--- config.mk ---
export PLATFORM = sky130hd
export DESIGN_NAME = sysid_regs_flat
export DESIGN_NICKNAME = d
export VERILOG_FILES = /design/src/rtl/sysid_pkg.sv /design/src/rtl/sysid_if.sv /design/src/rtl/sysid_uptime.sv /design/src/rtl/sysid_regs.sv /design/src/flat_wrapper.sv
export SDC_FILE = /design/constraint.sdc
export NUM_CORES = 1
export LEC_CHECK = 0
export ABC_CLOCK_PERIOD_IN_PS = 2200
export CORE_UTILIZATION = 25
export DETAILED_ROUTE_END_ITERATION = 10
export GPL_ROUTABILITY_DRIVEN = 0
export PLACE_DENSITY_LB_ADDON = 0.2
export SLEW_MARGIN = 20
export SYNTH_ARGS = -nofsm -noshare
export SYNTH_HDL_FRONTEND = slang
export SYNTH_SLANG_ARGS = --single-unit
--- constraint.sdc ---
create_clock -name clock -period 2.2 [get_ports clock]
set_input_delay 0.44 -clock clock [delete_from_list [all_inputs] [get_ports clock]]
set_output_delay 0.44 -clock clock [all_outputs]
set_load 0.01 [all_outputs]
--- src/rtl/sysid_pkg.sv ---
// sysid_pkg: register offsets, CTRL bit positions and a byte-lane merge helper
// shared by the system-ID peripheral files.
package sysid_pkg;

  localparam int OFS_SYSID     = 0;
  localparam int OFS_TIMESTAMP = 1;
  localparam int OFS_VERSION   = 2;
  localparam int OFS_SCRATCH   = 3;
  localparam int OFS_UPTIME_LO = 4;
  localparam int OFS_UPTIME_HI = 5;
  localparam int OFS_CTRL      = 6;
  localparam int OFS_RSVD      = 7;

  localparam int CTRL_CLR_BIT  = 0;

  // Merge a write into an existing word, touching only the enabled byte lanes.
  function automatic logic [31:0] apply_be(input logic [31:0] old_word,
                                           input logic [31:0] new_word,
                                           input logic [3:0]  be);
    logic [31:0] merged;
    merged = old_word;
    for (int b = 0; b < 4; b++) begin
      if (be[b]) merged[b*8 +: 8] = new_word[b*8 +: 8];
    end
    return merged;
  endfunction

endpackage

--- src/rtl/sysid_if.sv ---
// sysid_if: Avalon-MM bus bundle for the system-ID peripheral (no waitrequest).
interface sysid_if #(
  parameter int ADDR_W = 3
) ();
  logic [ADDR_W-1:0] address;
  logic              read;
  logic              write;
  logic [31:0]       writedata;
  logic [3:0]        byteenable;
  logic [31:0]       readdata;
  logic              readdatavalid;

  modport master (
    output address, read, write, writedata, byteenable,
    input  readdata, readdatavalid
  );

  modport slave (
    input  address, read, write, writedata, byteenable,
    output readdata, readdatavalid
  );
endinterface

--- src/rtl/sysid_uptime.sv ---
// sysid_uptime: prescaled 64-bit uptime counter with a high-word shadow that is
// captured whenever the low word is read, so LO/HI come from one snapshot.
module sysid_uptime #(
  parameter int TICK_DIV = 50
) (
  input  logic        clock,
  input  logic        reset,
  input  logic        tick_clr,
  input  logic        snap,
  output logic [31:0] lo,
  output logic [31:0] hi_shadow
);

  localparam int PW = (TICK_DIV > 1) ? $clog2(TICK_DIV) : 1;

  logic [PW-1:0] r_presc;
  logic [63:0]   r_cnt;
  logic [31:0]   r_hi_shadow;
  logic          w_wrap;

  assign w_wrap    = (r_presc == PW'(TICK_DIV - 1));
  assign lo        = r_cnt[31:0];
  assign hi_shadow = r_hi_shadow;

  // Prescaler/counter/shadow; clear has priority over a tick in the same cycle.
  always_ff @(posedge clock) begin
    if (reset || tick_clr) begin
      r_presc     <= '0;
      r_cnt       <= '0;
      r_hi_shadow <= '0;
    end else begin
      r_presc <= w_wrap ? '0 : r_presc + 1'b1;
      if (w_wrap) r_cnt <= r_cnt + 64'd1;
      if (snap)   r_hi_shadow <= r_cnt[63:32];
    end
  end

endmodule

--- src/rtl/sysid_regs.sv ---
// sysid_regs: system-ID Avalon-MM slave (ID, timestamp, version, scratch and
// optional uptime counter). Define SYSID_UPTIME_EN to build the uptime counter,
// UPTIME_LO/HI and CTRL; otherwise offsets 4-6 read 0 and ignore writes.
module sysid_regs
  import sysid_pkg::*;
#(
  parameter logic [31:0] SYSTEM_ID    = 32'h0000_0391,
  parameter logic [31:0] TIMESTAMP    = 32'h0,
  parameter logic [31:0] VERSION      = 32'h0001_0000,
  parameter int          ADDR_W       = 3,
  parameter int          READ_LATENCY = 1,
  parameter int          TICK_DIV     = 50
) (
  input logic     clock,
  input logic     reset,
  sysid_if.slave  bus
);

  if (READ_LATENCY < 1 || READ_LATENCY > 3 || TICK_DIV < 1) begin : g_param_check
    $error("sysid_regs: READ_LATENCY must be 1..3 and TICK_DIV >= 1");
  end

  logic [ADDR_W-1:0] w_addr;
  logic              w_rd;
  logic              w_wr;
  logic [31:0]       w_rdata;
  logic [31:0]       w_up_lo;
  logic [31:0]       w_up_hi;
  logic [31:0]       r_scratch;

  assign w_addr = bus.address;
  assign w_rd   = bus.read;
  // A read in the same cycle wins; the write is dropped.
  assign w_wr   = bus.write & ~bus.read;

`ifdef SYSID_UPTIME_EN
  logic w_clr;
  logic w_snap;

  assign w_snap = w_rd && (w_addr == ADDR_W'(OFS_UPTIME_LO));
  assign w_clr  = w_wr && (w_addr == ADDR_W'(OFS_CTRL)) &&
                  bus.byteenable[0] && bus.writedata[CTRL_CLR_BIT];

  sysid_uptime #(
    .TICK_DIV (TICK_DIV)
  ) u_uptime (
    .clock     (clock),
    .reset     (reset),
    .tick_clr  (w_clr),
    .snap      (w_snap),
    .lo        (w_up_lo),
    .hi_shadow (w_up_hi)
  );
`else
  assign w_up_lo = '0;
  assign w_up_hi = '0;
`endif

  // SCRATCH register, byte-lane masked writes.
  always_ff @(posedge clock) begin
    if (reset) begin
      r_scratch <= '0;
    end else if (w_wr && (w_addr == ADDR_W'(OFS_SCRATCH))) begin
      r_scratch <= apply_be(r_scratch, bus.writedata, bus.byteenable);
    end
  end

  // Read decode; CTRL, reserved and out-of-map offsets read 0.
  always_comb begin
    w_rdata = '0;
    case (w_addr)
      ADDR_W'(OFS_SYSID):     w_rdata = SYSTEM_ID;
      ADDR_W'(OFS_TIMESTAMP): w_rdata = TIMESTAMP;
      ADDR_W'(OFS_VERSION):   w_rdata = VERSION;
      ADDR_W'(OFS_SCRATCH):   w_rdata = r_scratch;
      ADDR_W'(OFS_UPTIME_LO): w_rdata = w_up_lo;
      ADDR_W'(OFS_UPTIME_HI): w_rdata = w_up_hi;
      default:                w_rdata = '0;
    endcase
  end

  // Read pipeline: data only advances with a valid beat, so the last stage
  // holds the most recent read value while readdatavalid is low.
  for (genvar gi = 0; gi < READ_LATENCY; gi++) begin : g_stage
    logic        r_vld;
    logic [31:0] r_dat;
    logic        w_in_vld;
    logic [31:0] w_in_dat;

    if (gi == 0) begin : g_first
      assign w_in_vld = w_rd;
      assign w_in_dat = w_rdata;
    end else begin : g_next
      assign w_in_vld = g_stage[gi-1].r_vld;
      assign w_in_dat = g_stage[gi-1].r_dat;
    end

    // One pipeline stage; reset discards any read in flight.
    always_ff @(posedge clock) begin
      if (reset) begin
        r_vld <= 1'b0;
        r_dat <= '0;
      end else begin
        r_vld <= w_in_vld;
        if (w_in_vld) r_dat <= w_in_dat;
      end
    end
  end

  assign bus.readdatavalid = g_stage[READ_LATENCY-1].r_vld;
  assign bus.readdata      = g_stage[READ_LATENCY-1].r_dat;

endmodule
--- src/flat_wrapper.sv ---
// flat-port wrapper written by rule: the top's interface ports become plain ports
module sysid_regs_flat import sysid_pkg::*;
#(
  parameter logic [31:0] SYSTEM_ID    = 32'h0000_0391,
  parameter logic [31:0] TIMESTAMP    = 32'h0,
  parameter logic [31:0] VERSION      = 32'h0001_0000,
  parameter int          ADDR_W       = 3,
  parameter int          READ_LATENCY = 1,
  parameter int          TICK_DIV     = 50
)
  (clock, reset, bus_address, bus_read, bus_write, bus_writedata, bus_byteenable, bus_readdata, bus_readdatavalid);
  sysid_if #(.ADDR_W(ADDR_W)) bus_i ();
  input logic clock;
  input logic reset;
  input wire logic [$bits(bus_i.address)-1:0] bus_address;
  input wire logic [$bits(bus_i.read)-1:0] bus_read;
  input wire logic [$bits(bus_i.write)-1:0] bus_write;
  input wire logic [$bits(bus_i.writedata)-1:0] bus_writedata;
  input wire logic [$bits(bus_i.byteenable)-1:0] bus_byteenable;
  output wire logic [$bits(bus_i.readdata)-1:0] bus_readdata;
  output wire logic [$bits(bus_i.readdatavalid)-1:0] bus_readdatavalid;
  assign bus_i.address = bus_address;
  assign bus_i.read = bus_read;
  assign bus_i.write = bus_write;
  assign bus_i.writedata = bus_writedata;
  assign bus_i.byteenable = bus_byteenable;
  assign bus_readdata = bus_i.readdata;
  assign bus_readdatavalid = bus_i.readdatavalid;
  sysid_regs #(.SYSTEM_ID(SYSTEM_ID), .TIMESTAMP(TIMESTAMP), .VERSION(VERSION), .ADDR_W(ADDR_W), .READ_LATENCY(READ_LATENCY), .TICK_DIV(TICK_DIV)) u_core (.clock(clock), .reset(reset), .bus(bus_i));
endmodule
==> PnR_summary.wiki, run 1 <==
{| class="wikitable"
! Metric !! Value
|-
| Run status || finished clean
|-
| Detailed Routing Iterations Pass 1 || 4
|-
| Share of final-layout standard cells stronger than drive strength 1 || 0.0887
|-
| Shortest period the worst path allows || 1.69 ns
|-
| Final setup margin || 0.512 ns
|-
| Pin slew with the least headroom to its limit || 0.420 ns
|-
| Synthesized area per cell || 9.46 um^2
|-
| Commonest non-fill, non-tap cell in the layout || clkdlybuf4s50_1
|-
| Core utilization of the finished layout || 0.371
|-
| Detailed Route Iter0 Violations || 70
|-
| Die outline height || 107 um
|-
| Delay-heaviest family, CP || buffers and inverters
|-
| Count of final setup violators || 0
|-
| # hold bufs at CTS || 0
|-
| Area fraction in compound gates after synthesis || 0.0614
|-
| CP Buf/Inv Count || 1
|-
| Cells after synthesis || 289
|-
| Detailed placement HPWL || 4180 um
|-
| Setup repair after global routing missed its margin || no
|-
| Maximum clock insertion buffer count || 2
|-
| Maximum level of the CTS H-tree || 3
|-
| Post-Synthesis Net Count || 332
|-
| Core Box Area || 0.0105 mm^2
|-
| Area used by multi-input combinational logic || 0.00135 mm^2
|-
| Count of buffers inserted at the top-level ports || 75
|-
| Post-CTS setup buffers || 0
|-
| Share of cell area taken by muxes after synthesis || 0.117
|-
| Highest clock rate || 0.592 GHz
|-
| CP max-delay cell || clkdlybuf4s50_1
|-
| Final global-route overflow total || 0
|-
| Adder-Cell Fraction of Synth Area || 0
|-
| Total number of placement rows || 37
|-
| Clock transition at the register clock pins on the worst setup and hold paths after CTS || 0.07 ns
|-
| Distinct cell type count after synthesis || 18
|-
| Class of the most critical setup path || flop to output pin
|-
| Data required time at the worst endpoint || 1.76 ns
|-
| Max-slew headroom at the worst pin || 0.720
|-
| Vias || 2102
|-
| Hold WC Path Type || flop to flop
|-
| Setup_tns || 0 ns
|-
| Commonest cells after routing, fill and taps aside || clkdlybuf4s50_1 (73), nand2b_1 (66), dfxtp_1 (65), a21oi_1 (32), mux2i_1 (32)
|-
| Combinational family with the most area after synthesis || simple AND/OR/NAND/NOR gates
|-
| Area of the mapped netlist || 0.00273 mm^2
|-
| Sequential cell area fraction in the yosys report || 0.476
|-
| Wire length of the first global-routing pass || 10300 um
|-
| Number of fill cells || 1098
|-
| Count of endpoints failing hold in the final timing report || 0
|-
| Clock tree sinks || 65
|-
| Critical Path Source Type || flop
|-
| Antenna violations before repair || 0
|-
| Post-route antenna net violation count || 0
|-
| Clock network latency to the later pin of the worst-skew pair || 0.35 ns
|-
| Tightest hold margin || 0.466 ns
|-
| Number of buffers added by the clock tree synthesis step || 9
|-
| Number of global-route vias before repair || 2058
|-
| Max Fanout on Critical Path || 2
|-
| Slew Viols, Final || 0
|-
| Max IR drop VDD || 317 uV
|-
| Root Buffer Master || clkbuf_8
|-
| Routed length per placed instance || 12.6 um
|-
| Setup crit end kind || output pin
|-
| Ordered cell list for the critical path || clkdlybuf4s50_1
|-
| Largest net degree at the start of global routing || 98
|-
| Antenna Cells || 0
|-
| Cell leakage power || 0.00137 uW
|-
| Post-Place Setup Slack || 0.248 ns
|-
| Synth Area in Simple Gates || 0.315
|-
| Register Area || 0.00130 mm^2
|-
| Xor/xnor share of the synthesized area || 0
|-
| Global-route usage over all layers || 0.119
|-
| Number of instances resized during post-cts repair || 0
|-
| Synth warnings || 0
|-
| Max stage delay on crit path || 0.56 ns
|-
| Nets || 410
|-
| Starting density of the core || 0.261
|-
| Io pins || 76
|-
| Clock tree from TritonCTS || built
|-
| DRC errors left || 0
|-
| Total of max-cap violations || 0
|-
| Power density over the cells || 654 mW/mm^2
|-
| Detailed-route vias per instance || 4.14
|-
| Critical path data arrival time || 1.25 ns
|-
| Clk_skew || 0.00445 ns
|-
| WL final || 6400 um
|-
| Period utilization || 0.767
|-
| Layout overhead on the synthesized area || 42.0%
|-
| Count of state elements after synthesis || 65
|-
| Chip width || 107 um
|-
| Area of the die || 0.0114 mm^2
|}
==> path summary, 6_finish.rpt <==
check	start	to	slack (ns)	cells after the start
setup reg to reg	u_core.bus.readdata[3]	u_core.bus.readdata[3]	1.46	3
hold / removal	u_core.bus.readdata[16]	u_core.bus.readdata[16]	0.47	2
setup / recovery	u_core.bus.readdata[7]	bus_readdata[7]	0.51	1
hold reg to reg	u_core.bus.readdata[16]	u_core.bus.readdata[16]	0.47	2
==> registers in the layout, indices dropped and copies added (netlist names) <==
| register | cells |
|---|---|
| u_core.bus.readdata | 32 |
| u_core.bus.readdatavalid | 1 |
| u_core.r_scratch | 32 |
==> layer usage <==
| layer | GRT usage | routed length [um] | vias up |
|---|---|---|---|
| li1 | - | - | 1105 |
| met5 | 0 | 0 | - |
| met4 | 0.0499 | 86 | 0 |
| met2 | 0.164 | 2570 | 58 |
| met3 | 0.0472 | 452 | 7 |
| met1 | 0.163 | 3300 | 932 |
==> synthesized netlist by cell type (all sizes together) <==
cell / number / area (um^2)
buf: 6 / 36.3
nand2b: 66 / 413
and3b: 1 / 8.76
dfxtp: 65 / 1300
o31ai: 1 / 7.51
and4b: 1 / 10.0
nor3: 5 / 25.0
clkbuf: 12 / 45.0
and2b: 4 / 30.0
mux2i: 32 / 320
nor4: 4 / 85.1
nor2b: 23 / 144
a21oi: 32 / 160
nor2: 31 / 116
nand2: 5 / 21.3
nand4b: 1 / 8.76
==> power by group <==
group,total [uW],internal [uW],switching (uW)
clock,1130,637,490
sequential,1190,1190,5.67
combinational,218,124,93.8
==> cells by family after synthesis <==
family,after synthesis
compound gates,33
simple gates,141
mux,32
flops,65
buf+inv,18
==> final cells by class <==
cell class                 count  area share
clock inverter                 7      0.0245
tap                          136      0.0438
sequential                    65       0.335
timing repair buffer          85       0.217
clock buffer                   9      0.0319
multi-input combinational    206       0.348
==> metrics by stage <==
step                      instances  cell area [um^2]  power (uW)
final                           508              3880        2540
after global routing            508              3880        2650
after CTS                       508              3880        2580
after detailed placement        492              3660        1440
after global placement          492              3660        1440
after floorplan                 289              2730        1320
Note: power is estimated with default switching activity, not from simulation.
==> run 2, diff against run 1 <==
- ABC_CLOCK_PERIOD_IN_PS: 2200 -> 1680
- clock period: 2.2 -> 1.68 ns (I/O delays scaled with it)
==> run 2 against run 1 <==
Combinational power rose by 34%. Design area up 1.1%. Register-to-register slack worse by 0.52 ns. Critical path type unchanged.
==> PnR_summary.wiki, run 2 (same netlist as run 1, synthesis figures left out) <==
{| class="wikitable"
! Metric !! Value
|-
| Number of global-route vias before repair || 2117 (+2.9%)
|-
| Total of max-cap violations || 0 (unchanged)
|-
| CP max-delay cell || clkdlybuf4s50_1
|-
| Hold WC Path Type || primary input to flop
|-
| Commonest cells after routing, fill and taps aside || clkdlybuf4s50_1 (73), nand2b_1 (66), dfxtp_1 (65), a21oi_1 (32), mux2i_1 (32)
|-
| Number of buffers added by the clock tree synthesis step || 9 (unchanged)
|-
| Clock network latency to the later pin of the worst-skew pair || 0.34 ns (about the same)
|-
| Detailed placement HPWL || 4230 um (+1.2%)
|-
| Die outline height || 107 um (unchanged)
|-
| Setup crit end kind || output pin
|-
| Critical R2R Launch || u_core.bus.readdata[3]
|-
| Crit. Startpoint || u_core.bus.readdata[2]
|-
| Total number of placement rows || 37 (unchanged)
|-
| Chip width || 107 um (unchanged)
|-
| Register Area || 0.00130 mm^2 (unchanged)
|-
| Count of cells along the worst hold path || 2 (unchanged)
|-
| Highest clock rate || 0.635 GHz
|-
| Count of buffers inserted at the top-level ports || 75 (unchanged)
|-
| Detailed Route Iter0 Violations || 64 (-8.6%)
|-
| Setup repair after global routing missed its margin || no
|-
| Worst Hold Launch || reset
|-
| Final global-route overflow total || 0 (unchanged)
|-
| Max Fanout on Critical Path || 2 (unchanged)
|-
| Power density over the cells || 811 mW/mm^2 (+24%)
|-
| Vias || 2132 (+1.4%)
|-
| Run status || finished clean
|-
| # hold bufs at CTS || 0 (unchanged)
|-
| Post-CTS setup buffers || 0 (unchanged)
|-
| Setup_tns || 0 ns (unchanged)
|-
| Period utilization || 0.938
|-
| Antenna Cells || 0 (unchanged)
|-
| Post-route antenna net violation count || 0 (unchanged)
|-
| Count of endpoints failing hold in the final timing report || 0 (unchanged)
|-
| Worst R2R Setup Slack || 0.94 ns (-0.52 ns)
|-
| Pin slew with the least headroom to its limit || 0.421 ns (+0.00102 ns)
|-
| Wire length of the first global-routing pass || 10300 um (-0.14%)
|-
| Layout overhead on the synthesized area || 43.6%
|-
| Detailed Routing Iterations Pass 1 || 4 (unchanged)
|-
| Antenna violations before repair || 0 (unchanged)
|-
| Worst setup path endpoint || bus_readdata[2]
|-
| Cell leakage power || 0.00139 uW (+1.5%)
|-
| Placed Instance Area || 0.00373 mm^2 (+1.8%)
|-
| Core Box Area || 0.0105 mm^2 (unchanged)
|-
| Root Buffer Master || clkbuf_8
|-
| Slew Viols, Final || 0 (unchanged)
|-
| Clk_skew || 0.00799 ns (+0.00354 ns)
|-
| Worst Reg-to-Reg Cells || 3 (unchanged)
|-
| DRC errors left || 0 (unchanged)
|-
| Io pins || 76 (unchanged)
|-
| Maximum level of the CTS H-tree || 3 (unchanged)
|-
| Delay-heaviest family, CP || buffers and inverters
|-
| Data required time at the worst endpoint || 1.34 ns (-0.42 ns)
|-
| Max-slew headroom at the worst pin || 0.719 (about the same)
|-
| Maximum clock insertion buffer count || 2 (unchanged)
|-
| Area used by multi-input combinational logic || 0.00135 mm^2 (unchanged)
|-
| Number of fill cells || 1113 (+1.4%)
|-
| Class of the most critical setup path || flop to output pin
|-
| Starting density of the core || 0.261 (unchanged)
|-
| Critical path data arrival time || 1.24 ns (about the same)
|-
| Max IR drop VDD || 449 uV (+41%)
|-
| Max stage delay on crit path || 0.55 ns (about the same)
|-
| Clock transition at the register clock pins on the worst setup and hold paths after CTS || 0.07 ns (about the same)
|-
| Shortest period the worst path allows || 1.58 ns
|-
| Post-route cell area || 0.00393 mm^2 (+1.1%)
|-
| Ordered cell list for the critical path || clkdlybuf4s50_1
|-
| Critical Path Source Type || flop
|-
| Clock tree sinks || 65 (unchanged)
|-
| Largest net degree at the start of global routing || 89 (-9.2%)
|-
| Number of instances resized during post-cts repair || 0 (unchanged)
|-
| Clock tree from TritonCTS || built
|-
| Routed length per placed instance || 12.6 um (+0.35%)
|-
| WL final || 6480 um (+1.1%)
|-
| CP Buf/Inv Count || 1 (unchanged)
|-
| Count of final setup violators || 0 (unchanged)
|-
| Count of cell instances traversed by the critical path || 1 (unchanged)
|-
| Commonest non-fill, non-tap cell in the layout || clkdlybuf4s50_1
|-
| Global-route usage over all layers || 0.118 (-0.00125)
|-
| Nets || 414 (+0.98%)
|-
| Area of the die || 0.0114 mm^2 (unchanged)
|-
| Detailed-route vias per instance || 4.16 (+0.63%)
|-
| Share of final-layout standard cells stronger than drive strength 1 || 0.0984 (+0.00969)
|-
| Worst R2R End || u_core.bus.readdata[3]
|}
run 2: changes by cell type in the layout (fill, tap and decap cells not counted), sizes merged:
cell    previous run  this run
bufinv             2         1
buf               12        16
clkbuf             9        10
run 2: final cells by class:
class / count / share of cell area
clock inverter: 6 / 0.0147
timing repair buffer: 89 / 0.231
multi-input combinational: 206 / 0.344
sequential: 65 / 0.332
tap: 136 / 0.0434
clock buffer: 10 / 0.0351
run 2: how the worst min path moves through the flow:
stage,slack [ns],end
finish,0.30,u_core.bus.readdata[22]
global placement,0.46,u_core.bus.readdata[16]
global route,0.30,u_core.bus.readdata[22]
floorplan,0.44,u_core.r_scratch[16]
CTS,0.29,u_core.bus.readdata[22]
detailed placement,0.46,u_core.r_scratch[27]
run 2: metal layers:
layer  track usage  up-vias  part of all wire
met5             0        -                 0
met4        0.0499        0             0.017
met3        0.0386        8             0.055
met2         0.165       53              0.41
met1         0.164      963              0.52
li1              -     1108                 -
run 2: stage by stage:
stage	cells	util	total power (uW)	setup WS [ns]	hold slack, ns
final	512	0.375	3180	0.104	0.299
after global routing	512	0.375	3330	0.0429	0.296
after CTS	512	0.375	3230	0.0846	0.286
after detailed placement	496	0.356	1890	-0.0720	0.462
after global placement	496	0.356	1900	-0.0546	0.457
after floorplan	289	-	1720	0.304	0.444
run 2: power breakdown:
group / leakage, uW / total, uW / switching (uW) / internal (uW)
clock network: 0.000102 / 1330 / 613 / 715
registers: 0.000525 / 1560 / 7.35 / 1550
logic: 0.000761 / 293 / 124 / 169
total: 0.00139 / 3180 / 745 / 2440
